File: config.mk
export PLATFORM = sky130hd
export DESIGN_NAME = uart_cmd_decoder
export DESIGN_NICKNAME = d
export VERILOG_FILES = /design/src/rtl/uart_cmd_decoder.sv
export SDC_FILE = /design/constraint.sdc
export NUM_CORES = 1
export LEC_CHECK = 0
export ABC_AREA = 1
export CAP_MARGIN = 0
export CORE_ASPECT_RATIO = 1.25
export CORE_MARGIN = 5
export CORE_UTILIZATION = 30
export DETAILED_ROUTE_END_ITERATION = 7
export PLACE_DENSITY = 0.52
export SETUP_SLACK_MARGIN = 0.3
export SYNTH_ARGS = -nofsm -noshare
export SYNTH_HDL_FRONTEND = slang
export SYNTH_SLANG_ARGS = --single-unit
File: constraint.sdc
create_clock -name clk -period 5.15 [get_ports clk]
set_clock_uncertainty 0.1 [all_clocks]
set_input_delay 1.03 -clock clk [delete_from_list [all_inputs] [get_ports clk]]
set_output_delay 1.03 -clock clk [all_outputs]
set_load 0.01 [all_outputs]
File: src/rtl/uart_cmd_decoder.sv
// UART command decoder: maps received command characters onto one-cycle
// control pulses, with optional digit-prefixed repeat bursts and a TX ack byte.
module uart_cmd_decoder #(
   parameter int PULSE_GAP     = 16,
   parameter int DIGIT_TIMEOUT = 100_000_000
) (
   input  logic       clk,
   input  logic       rst,
   input  logic [7:0] rx_data,
   input  logic       rx_done,
   input  logic [1:0] sw_mode,
   input  logic       tx_busy,
   output logic       tx_start,
   output logic [7:0] tx_data,
   output logic       cmd_run,
   output logic       cmd_clear,
   output logic       cmd_sec,
   output logic       cmd_min,
   output logic       cmd_hour,
   output logic       cmd_ultra,
   output logic       cmd_dht,
   output logic       cmd_overrun
);

   localparam int GW = (PULSE_GAP > 1) ? $clog2(PULSE_GAP) : 1;
   localparam int TW = $clog2(DIGIT_TIMEOUT);

   typedef enum logic [1:0] {IDLE, PULSE, GAP, ACK} state_t;

   state_t          state;
   logic [3:0]      rep_n;
   logic [3:0]      remain;
   logic            digit_pend;
   logic [TW-1:0]   tmo_cnt;
   logic [GW-1:0]   gap_cnt;
   logic [6:0]      cmd_sel;
   logic [6:0]      cmd_q;
   logic [7:0]      cmd_chr;

   logic [7:0]      up_chr;
   logic [6:0]      dec_hot;
   logic [1:0]      dec_mode;
   logic            is_letter;
   logic            is_digit;

   // Fold lowercase onto uppercase, then map letter -> one-hot command and required mode.
   always_comb begin
      up_chr    = rx_data;
      dec_hot   = 7'b0;
      dec_mode  = 2'b00;
      is_letter = 1'b1;
      if (rx_data >= 8'h61 && rx_data <= 8'h7A)
         up_chr = rx_data - 8'h20;
      case (up_chr)
         8'h52:   begin dec_hot = 7'b0000001; dec_mode = 2'b00; end
         8'h43:   begin dec_hot = 7'b0000010; dec_mode = 2'b00; end
         8'h53:   begin dec_hot = 7'b0000100; dec_mode = 2'b01; end
         8'h4D:   begin dec_hot = 7'b0001000; dec_mode = 2'b01; end
         8'h48:   begin dec_hot = 7'b0010000; dec_mode = 2'b01; end
         8'h55:   begin dec_hot = 7'b0100000; dec_mode = 2'b10; end
         8'h44:   begin dec_hot = 7'b1000000; dec_mode = 2'b11; end
         default: is_letter = 1'b0;
      endcase
      is_digit = (rx_data >= 8'h31) && (rx_data <= 8'h39);
   end

   always_ff @(posedge clk) begin
      if (rst) begin
         state      <= IDLE;
         rep_n      <= 4'd1;
         remain     <= 4'd0;
         digit_pend <= 1'b0;
         tmo_cnt    <= '0;
         gap_cnt    <= '0;
         cmd_sel    <= 7'b0;
         cmd_q      <= 7'b0;
         cmd_chr    <= 8'h00;
         tx_data    <= 8'h00;
      end else begin
         cmd_q <= 7'b0;
         unique case (state)
            IDLE: begin
               if (rx_done) begin
                  tmo_cnt <= '0;
                  if (is_digit) begin
                     rep_n      <= rx_data[3:0];
                     digit_pend <= 1'b1;
                  end else if (is_letter && dec_mode == sw_mode) begin
                     cmd_sel <= dec_hot;
                     cmd_q   <= dec_hot;
                     cmd_chr <= up_chr;
                     remain  <= rep_n;
                     state   <= PULSE;
                  end else begin
                     tx_data    <= is_letter ? 8'h21 : 8'h3F;
                     rep_n      <= 4'd1;
                     digit_pend <= 1'b0;
                     state      <= ACK;
                  end
               end else if (digit_pend) begin
                  if (tmo_cnt == TW'(DIGIT_TIMEOUT - 1)) begin
                     rep_n      <= 4'd1;
                     digit_pend <= 1'b0;
                     tmo_cnt    <= '0;
                  end else begin
                     tmo_cnt <= tmo_cnt + 1'b1;
                  end
               end
            end
            PULSE: begin
               gap_cnt <= '0;
               if (remain > 4'd1) begin
                  remain <= remain - 4'd1;
                  state  <= GAP;
               end else begin
                  remain  <= 4'd0;
                  tx_data <= cmd_chr;
                  state   <= ACK;
               end
            end
            GAP: begin
               if (gap_cnt == GW'(PULSE_GAP - 1)) begin
                  cmd_q <= cmd_sel;
                  state <= PULSE;
               end else begin
                  gap_cnt <= gap_cnt + 1'b1;
               end
            end
            ACK: begin
               if (!tx_busy) begin
                  rep_n      <= 4'd1;
                  digit_pend <= 1'b0;
                  state      <= IDLE;
               end
            end
         endcase
      end
   end

   // tx_start reacts to tx_busy in the same cycle so the ack goes out on the first free cycle.
   assign tx_start    = !rst && (state == ACK) && !tx_busy;
   assign cmd_overrun = !rst && rx_done && (state != IDLE);

   assign cmd_run   = cmd_q[0];
   assign cmd_clear = cmd_q[1];
   assign cmd_sec   = cmd_q[2];
   assign cmd_min   = cmd_q[3];
   assign cmd_hour  = cmd_q[4];
   assign cmd_ultra = cmd_q[5];
   assign cmd_dht   = cmd_q[6];

endmodule
* Word level (Yosys, flattened, before mapping)
Index checks and enable logic that the tools add are counted.
Widths: inputs -> output; s select.
** Word-level totals
- Register bits :: 72
- Input port bits :: 14
- Output and inout bits :: 17
** Operators by class
- Add/subtract/negate cells :: 4
- Order comparisons :: 5
- Equality and inequality tests :: 24
- Multiplexer cells :: 46
- Bitwise logic cells :: 1
- Reduce and logical (&&, ||, !) cells :: 25
** Operators with widths (number)
- $mux 27 :: 3
- $eq 8x7->1 const B :: 7
- $pmux 7 s7 :: 1
- $mux 4 :: 11
- $mux 8 :: 5
- $mux 7 :: 4
- $add 27x1->27 const B :: 1
- $eq 27x27->1 const B :: 1
- $pmux 4 s2 :: 3
- $ne 2x2->1 const B :: 8
- $pmux 8 s2 :: 1
- $pmux 7 s2 :: 1
- $reduce_and 4->1 :: 3
- $mux 2 :: 5
- $reduce_and 5->1 :: 2
- $reduce_bool 2->1 :: 5
- $ge 8x6->1 const B :: 1
- $ge 8x7->1 const B :: 1
- $le 8x6->1 const B :: 1
- $le 8x7->1 const B :: 1
- $mux 1 :: 8
- $pmux 2 s4 :: 1
- $sub 8x6->8 const B :: 1
- $logic_and 1x1->1 :: 7
- 19 further kinds :: 23

* Logic depth before layout (Yosys ltp)
- Depth in word-level cells :: 12
- Depth in mapped cells :: 18
- Mapped depth without buffers :: 17

* Worst setup path after synthesis
No wires, ideal clock.
- Kind :: input-to-reg
- Start point :: in rx_data[2]
- End point :: reg cmd_sel[2]
- Data arrival time :: 2.698 ns
- Setup slack :: 2.282 ns
- Stages on the path :: 15
- Path buffers :: 1
- Path through :: inv_1 > nand3_1 > nand3_2 > nand3_1 > a21oi_1 > nand3_2 > nand2_1 > nand2_1 > nand2_1 > nand2_1 > nor2_4 > nand3_4 > buf_6 > or2_1 > a21oi_1
** On the way
- Cells in the longest elaborated chain, start to end :: 9
** RTL lines
- from (decl) :: line 9 : input logic [7:0] rx_data,
- $ge 8x7->1 / $le 8x7->1 (equally long branches) :: line 52 : if (rx_data >= 8'h61 && rx_data <= 8'h7A)
- $logic_and 1x1->1 :: line 52
- $mux 8 :: line 52
- $eq 8x7->1 :: line 54 : case (up_chr)
- $reduce_or 3->1 (no source line)
- $pmux 2 s3 :: line 54
- $eq 2x2->1 :: line 88 : end else if (is_letter && dec_mode == sw_mode) begin
- $logic_and 1x1->1 :: line 88
- $reduce_and 4->1 (no source line)
- to (signal assigned) :: line 89 : cmd_sel <= dec_hot;
- to (decl) :: line 36 : logic [6:0] cmd_sel;
Parallel ways exist; a longest one is shown, timed or not.
A chain may end at the register's enable or synchronous reset.

* Worst setup path after layout
- Start point :: in rst
- End point :: out tx_start
** On the way
- Cells in the longest elaborated chain, start to end :: 3
** RTL lines
- from (decl) :: line 8 : input logic rst,
- $logic_not 1->1 :: line 141 : assign tx_start = !rst && (state == ACK) && !tx_busy;
- $logic_and 1x1->1 (2 in a row) :: line 141
- to (decl) :: line 13 : output logic tx_start,
No other way between the ends.

==> implementation parameters <==
Parameter                              Value

Critical path
  Required time reported for the critical path endpoint ... 4.02 ns
  Crit path capture type ... output pin
  Data arrival, critical path ... between 2 and 3 ns
  Slack of the worst reg-to-reg path ... a little over 2 ns
  Delay contributed by the slowest stage of the critical path ... roughly 0.7 ns
  Most frequent cell on the critical path ... sky130_fd_sc_hd__clkdlybuf4s50_1
  Number of cells on the critical path ... 3
  Nature of the critical path startpoint ... primary input
  Start point of the critical path ... rst
  Dominant delay contributor by cell family on the critical path ... buffers and inverters
  Type of the worst setup path ... in2out
  Reg-to-Reg Start ... state[0]$_SDFFE_PP0P_
  Peak fanout along the critical path ... 14
  Crit path buffers/inverters ... 2
  Critical path's slowest cell ... sky130_fd_sc_hd__clkdlybuf4s50_1
  Reg2reg path depth ... 15
  FF-to-FF End ... tmo_cnt[16]$_SDFFE_PP0P_
  Worst path cell trace ... clkdlybuf4s50_1 -> nor3_1 -> clkdlybuf4s50_1

Global routing
  Global routing usage summed across all routing layers ... about an eighth
  Number of global-route vias before repair ... 3357
  Busiest metal layer after global routing ... met2
  Met3 Resource Use GR ... ~2.4%
  Final global-route overflow total ... 0
  Grt met1 use ... 15.5%
  Wire length of the first global-routing pass ... approximately 16000 um
  Met2 global-route usage ... 23.0%
  Antenna violations before repair ... 0
  Pin count of the biggest net entering global routing ... 28

Worst hold path
  Worst Hold Class ... reg2reg
  Hold_sp ... cmd_chr[5]$_SDFFE_PP0P_
  Terminating pin of the worst hold path ... cmd_chr[5]$_SDFFE_PP0P_
  Hold Crit Depth ... 2

CTS
  Count of hold buffers inserted by post-cts repair ... 0
  Clk pin slew, worst setup/hold paths ... about 0.060 ns
  Total number of H-tree levels ... 3
  Clock insertion delay at the later pin of the skew report ... roughly 0.34 ns
  CTS sink count ... 72
  TritonCTS clock tree ... yes
  TritonCTS Buffers ... 9
  Post-CTS repair timing setup buffer count ... 0
  Maximum buffer depth of the clock tree ... 2
  Post-CTS resize count ... 0
  Buffer cell driving the clock tree root ... sky130_fd_sc_hd__clkbuf_16

Pwr
  Psw ... 588 uW
  Worst VDD drop ... 0.173 mV
  Lkg Pwr ... roughly 0.0017 uW
  Sw frac ... 32.8%
  Internal power component ... approximately 1200 uW
  Ratio of total power to cell area ... around 400 nW/um^2
  Logic pwr share ... a little over a quarter
  Clock group share of total power ... approximately two fifths
  Portion of total power attributed to sequential cells ... 35.8%

Synthesis
  Netlist Area Pre-Place ... about 3700 um^2
  Number of warning messages in the yosys log ... 0
  Async S/R FF share, synth ... 0%
  Cell count after synthesis ... between 500 and 600
  Post-synthesis area per instance ... between 6 and 7 um^2
  Distinct cell type count after synthesis ... 40
  Sequential-to-total area share from yosys stat ... between 30% and 40%
  Synth Register Bits ... 72
  Number of enable-type register cells in the synthesized netlist ... 0
  Prevailing post-synth register cell ... sky130_fd_sc_hd__dfxtp_1
  Post-synthesis net count ... roughly 560

Die
  Chip Height ... between 100 and 150 um
  Full die area ... 14600 um^2
  Row count ... 45
  Effective utilization at floorplan ... between 30% and 40%
  Horizontal die dimension ... around 110 um
  Ports ... 31
  Standard cell core area ... roughly 12000 um^2

Timing
  RSZ-0062 raised after global routing ... no
  Worst-case headroom to the max-slew limit ... a little under half
  Transition at the pin with the smallest max-transition slack ... approximately 0.79 ns
  Number of hold-slack violations in the final timing report ... 0
  Clock period minus final worst setup slack ... around 3.7 ns
  Top achievable clock speed ... approximately 270 MHz
  Final worst-path cycle share ... between 70% and 80%
  Total negative setup slack ... 0 ns
  Number of max-slew violations in the final report ... 0
  Final setup fails ... 0

Routing
  Drt first-iter violations ... 133
  Total DRC errors in the routed layout ... 0
  Remaining antenna violation count ... 0
  Total wire length after detailed routing ... ~9000 um
  Post-detailed-route wirelength per cell ... 12.4 um
  1st-pass router iterations ... 4
  Vias post-DR ... between 3k and 4k
  Vias per std cell ... 4.80

Cells and area
  Final core area utilization ... 37.3%
  Non-Filler Instances ... 736
  Fraction of final layout cells sized beyond drive strength 1 ... under 10%
  Nets ... between 500 and 600
  Area Overhead vs Synth ... 22.2%
  FILL cells ... 1279
  Number of inserted diodes ... 0
  Post-route cell area ... about 4500 um^2

Place
  Post-place instance area ... approximately 4200 um^2
  Placer's final routability congestion estimate ... just over 0.8
  Number of placed cells counting well taps ... 720
  Detailed Place HPWL ... slightly below 7000 um
  Number of buffer cells added on primary ports ... 30

Flow run
  Max_cap viols ... 0

Status
  Status ... completed
[tightest hold or removal path, stage by stage (launching register included)]
cell,delay [ns]
sky130_fd_sc_hd__dfxtp_1,0.30
sky130_fd_sc_hd__inv_1,0.06
sky130_fd_sc_hd__nor3_1,0.05
[metal layers]
metal  vias up  part of all wire (%)
li1       1827                     -
met2        69                    50
met3        19                   3.8
met1      1616                    43
met5         -                     0
met4         0                   2.6
[registers in the layout, summed over array words and instances, names as in the netlist]
name and flops:
cmd_chr 8, cmd_q 7, cmd_sel 7, digit_pend 1
gap_cnt 4, remain 4, rep_n 4, state 2
tmo_cnt 27, tx_data 8
[power by group through the flow]
| stage | registers (uW) | logic, uW | clock network (uW) |
|---|---|---|---|
| 2_1_floorplan | 653 | 314 | 0 |
| 3_3_place_gp | 653 | 465 | 0 |
| 3_5_place_dp | 654 | 469 | 0 |
| 4_1_cts | 643 | 471 | 701 |
| 5_1_grt | 650 | 531 | 730 |
| 6_report | 642 | 467 | 685 |
[area by class of cell]
cell class | instances | area [um^2] | share of cell area, %
Clock buffer | 9 | 225 | 4.99
Clock inverter | 7 | 104 | 2.30
Multi-Input combinational cell | 376 | 1930 | 42.7
Sequential cell | 72 | 1440 | 31.9
Tap cell | 164 | 205 | 4.55
Inverter | 74 | 278 | 6.16
Timing Repair Buffer | 34 | 330 | 7.32
[worst max-delay path by stage]
stage	end	slack, ns
floorplan	cmd_sel[2]$_SDFFE_PP0P_	2.28
global placement	rep_n[3]$_SDFFE_PP0P_	1.23
detailed placement	rep_n[1]$_SDFFE_PP0P_	1.19
CTS	tx_start	1.39
global route	rep_n[2]$_SDFFE_PP0P_	1.20
finish	tx_start	1.40
[synthesized netlist by cell type (2+ instances only)]
| cell type | count | share of area (%) |
|---|---|---|
| sky130_fd_sc_hd__nor2_1 | 66 | 6.7 |
| sky130_fd_sc_hd__clkinv_1 | 4 | 0.41 |
| sky130_fd_sc_hd__a31oi_1 | 3 | 0.51 |
| sky130_fd_sc_hd__nand3_2 | 6 | 1.6 |
| sky130_fd_sc_hd__nor4_1 | 2 | 0.34 |
| sky130_fd_sc_hd__o21ai_1 | 2 | 0.27 |
| sky130_fd_sc_hd__xnor2_1 | 5 | 1.2 |
| sky130_fd_sc_hd__o21ai_0 | 26 | 3.5 |
| sky130_fd_sc_hd__o22ai_1 | 2 | 0.34 |
| sky130_fd_sc_hd__ha_1 | 9 | 3.0 |
| sky130_fd_sc_hd__nand3b_1 | 3 | 0.61 |
| sky130_fd_sc_hd__a21oi_1 | 55 | 7.5 |
| sky130_fd_sc_hd__xor2_1 | 6 | 1.4 |
| sky130_fd_sc_hd__nor3_1 | 23 | 3.1 |
| sky130_fd_sc_hd__nand3_1 | 20 | 2.7 |
| sky130_fd_sc_hd__nor3b_1 | 3 | 0.61 |
| sky130_fd_sc_hd__nand4_1 | 19 | 3.2 |
| sky130_fd_sc_hd__clkbuf_1 | 8 | 0.81 |
| sky130_fd_sc_hd__a22oi_1 | 2 | 0.41 |
| sky130_fd_sc_hd__nand2_1 | 104 | 11 |
| sky130_fd_sc_hd__nor2_4 | 2 | 0.61 |
| sky130_fd_sc_hd__or2_1 | 4 | 0.68 |
| sky130_fd_sc_hd__inv_1 | 70 | 7.1 |
| sky130_fd_sc_hd__dfxtp_1 | 72 | 39 |
[layout by cell type, fill, tap and decap left out, types with 3 or more instances in the layout]
cell type	count
sky130_fd_sc_hd__nand2_1	104
sky130_fd_sc_hd__dfxtp_1	72
sky130_fd_sc_hd__inv_1	70
sky130_fd_sc_hd__nor2_1	66
sky130_fd_sc_hd__a21oi_1	55
sky130_fd_sc_hd__clkdlybuf4s50_1	30
sky130_fd_sc_hd__o21ai_0	26
sky130_fd_sc_hd__nor3_1	23
sky130_fd_sc_hd__nand3_1	20
sky130_fd_sc_hd__nand4_1	19
sky130_fd_sc_hd__ha_1	9
sky130_fd_sc_hd__clkbuf_16	9
sky130_fd_sc_hd__nand3_2	6
sky130_fd_sc_hd__xor2_1	6
sky130_fd_sc_hd__xnor2_1	5
sky130_fd_sc_hd__or2_1	4
sky130_fd_sc_hd__clkinv_1	4
sky130_fd_sc_hd__buf_4	4
sky130_fd_sc_hd__nand3b_1	3
sky130_fd_sc_hd__a31oi_1	3
sky130_fd_sc_hd__nor3b_1	3
[cells by family (layout without fill, tap and decap cells)]
group | count (synthesis) | in the layout | share of synthesized area, %
xor+xnor | 11 | 11 | 2.61
simple gates | 259 | 259 | 32.5
fa+ha+maj | 9 | 9 | 3.05
compound gates | 97 | 97 | 14.1
flops | 72 | 72 | 39.0
buf+inv | 84 | 124 | 8.77
[through the flow]
stage | power, uW | setup WS [ns] | hold WS [ns]
after floorplan | 968 | 2.28 | 0.318
after global placement | 1120 | 1.23 | 0.333
after detailed placement | 1120 | 1.19 | 0.338
after CTS | 1810 | 1.39 | 0.348
after global routing | 1910 | 1.20 | 0.371
final | 1790 | 1.40 | 0.345
No activity file was read; power rests on OpenSTA's default activity.
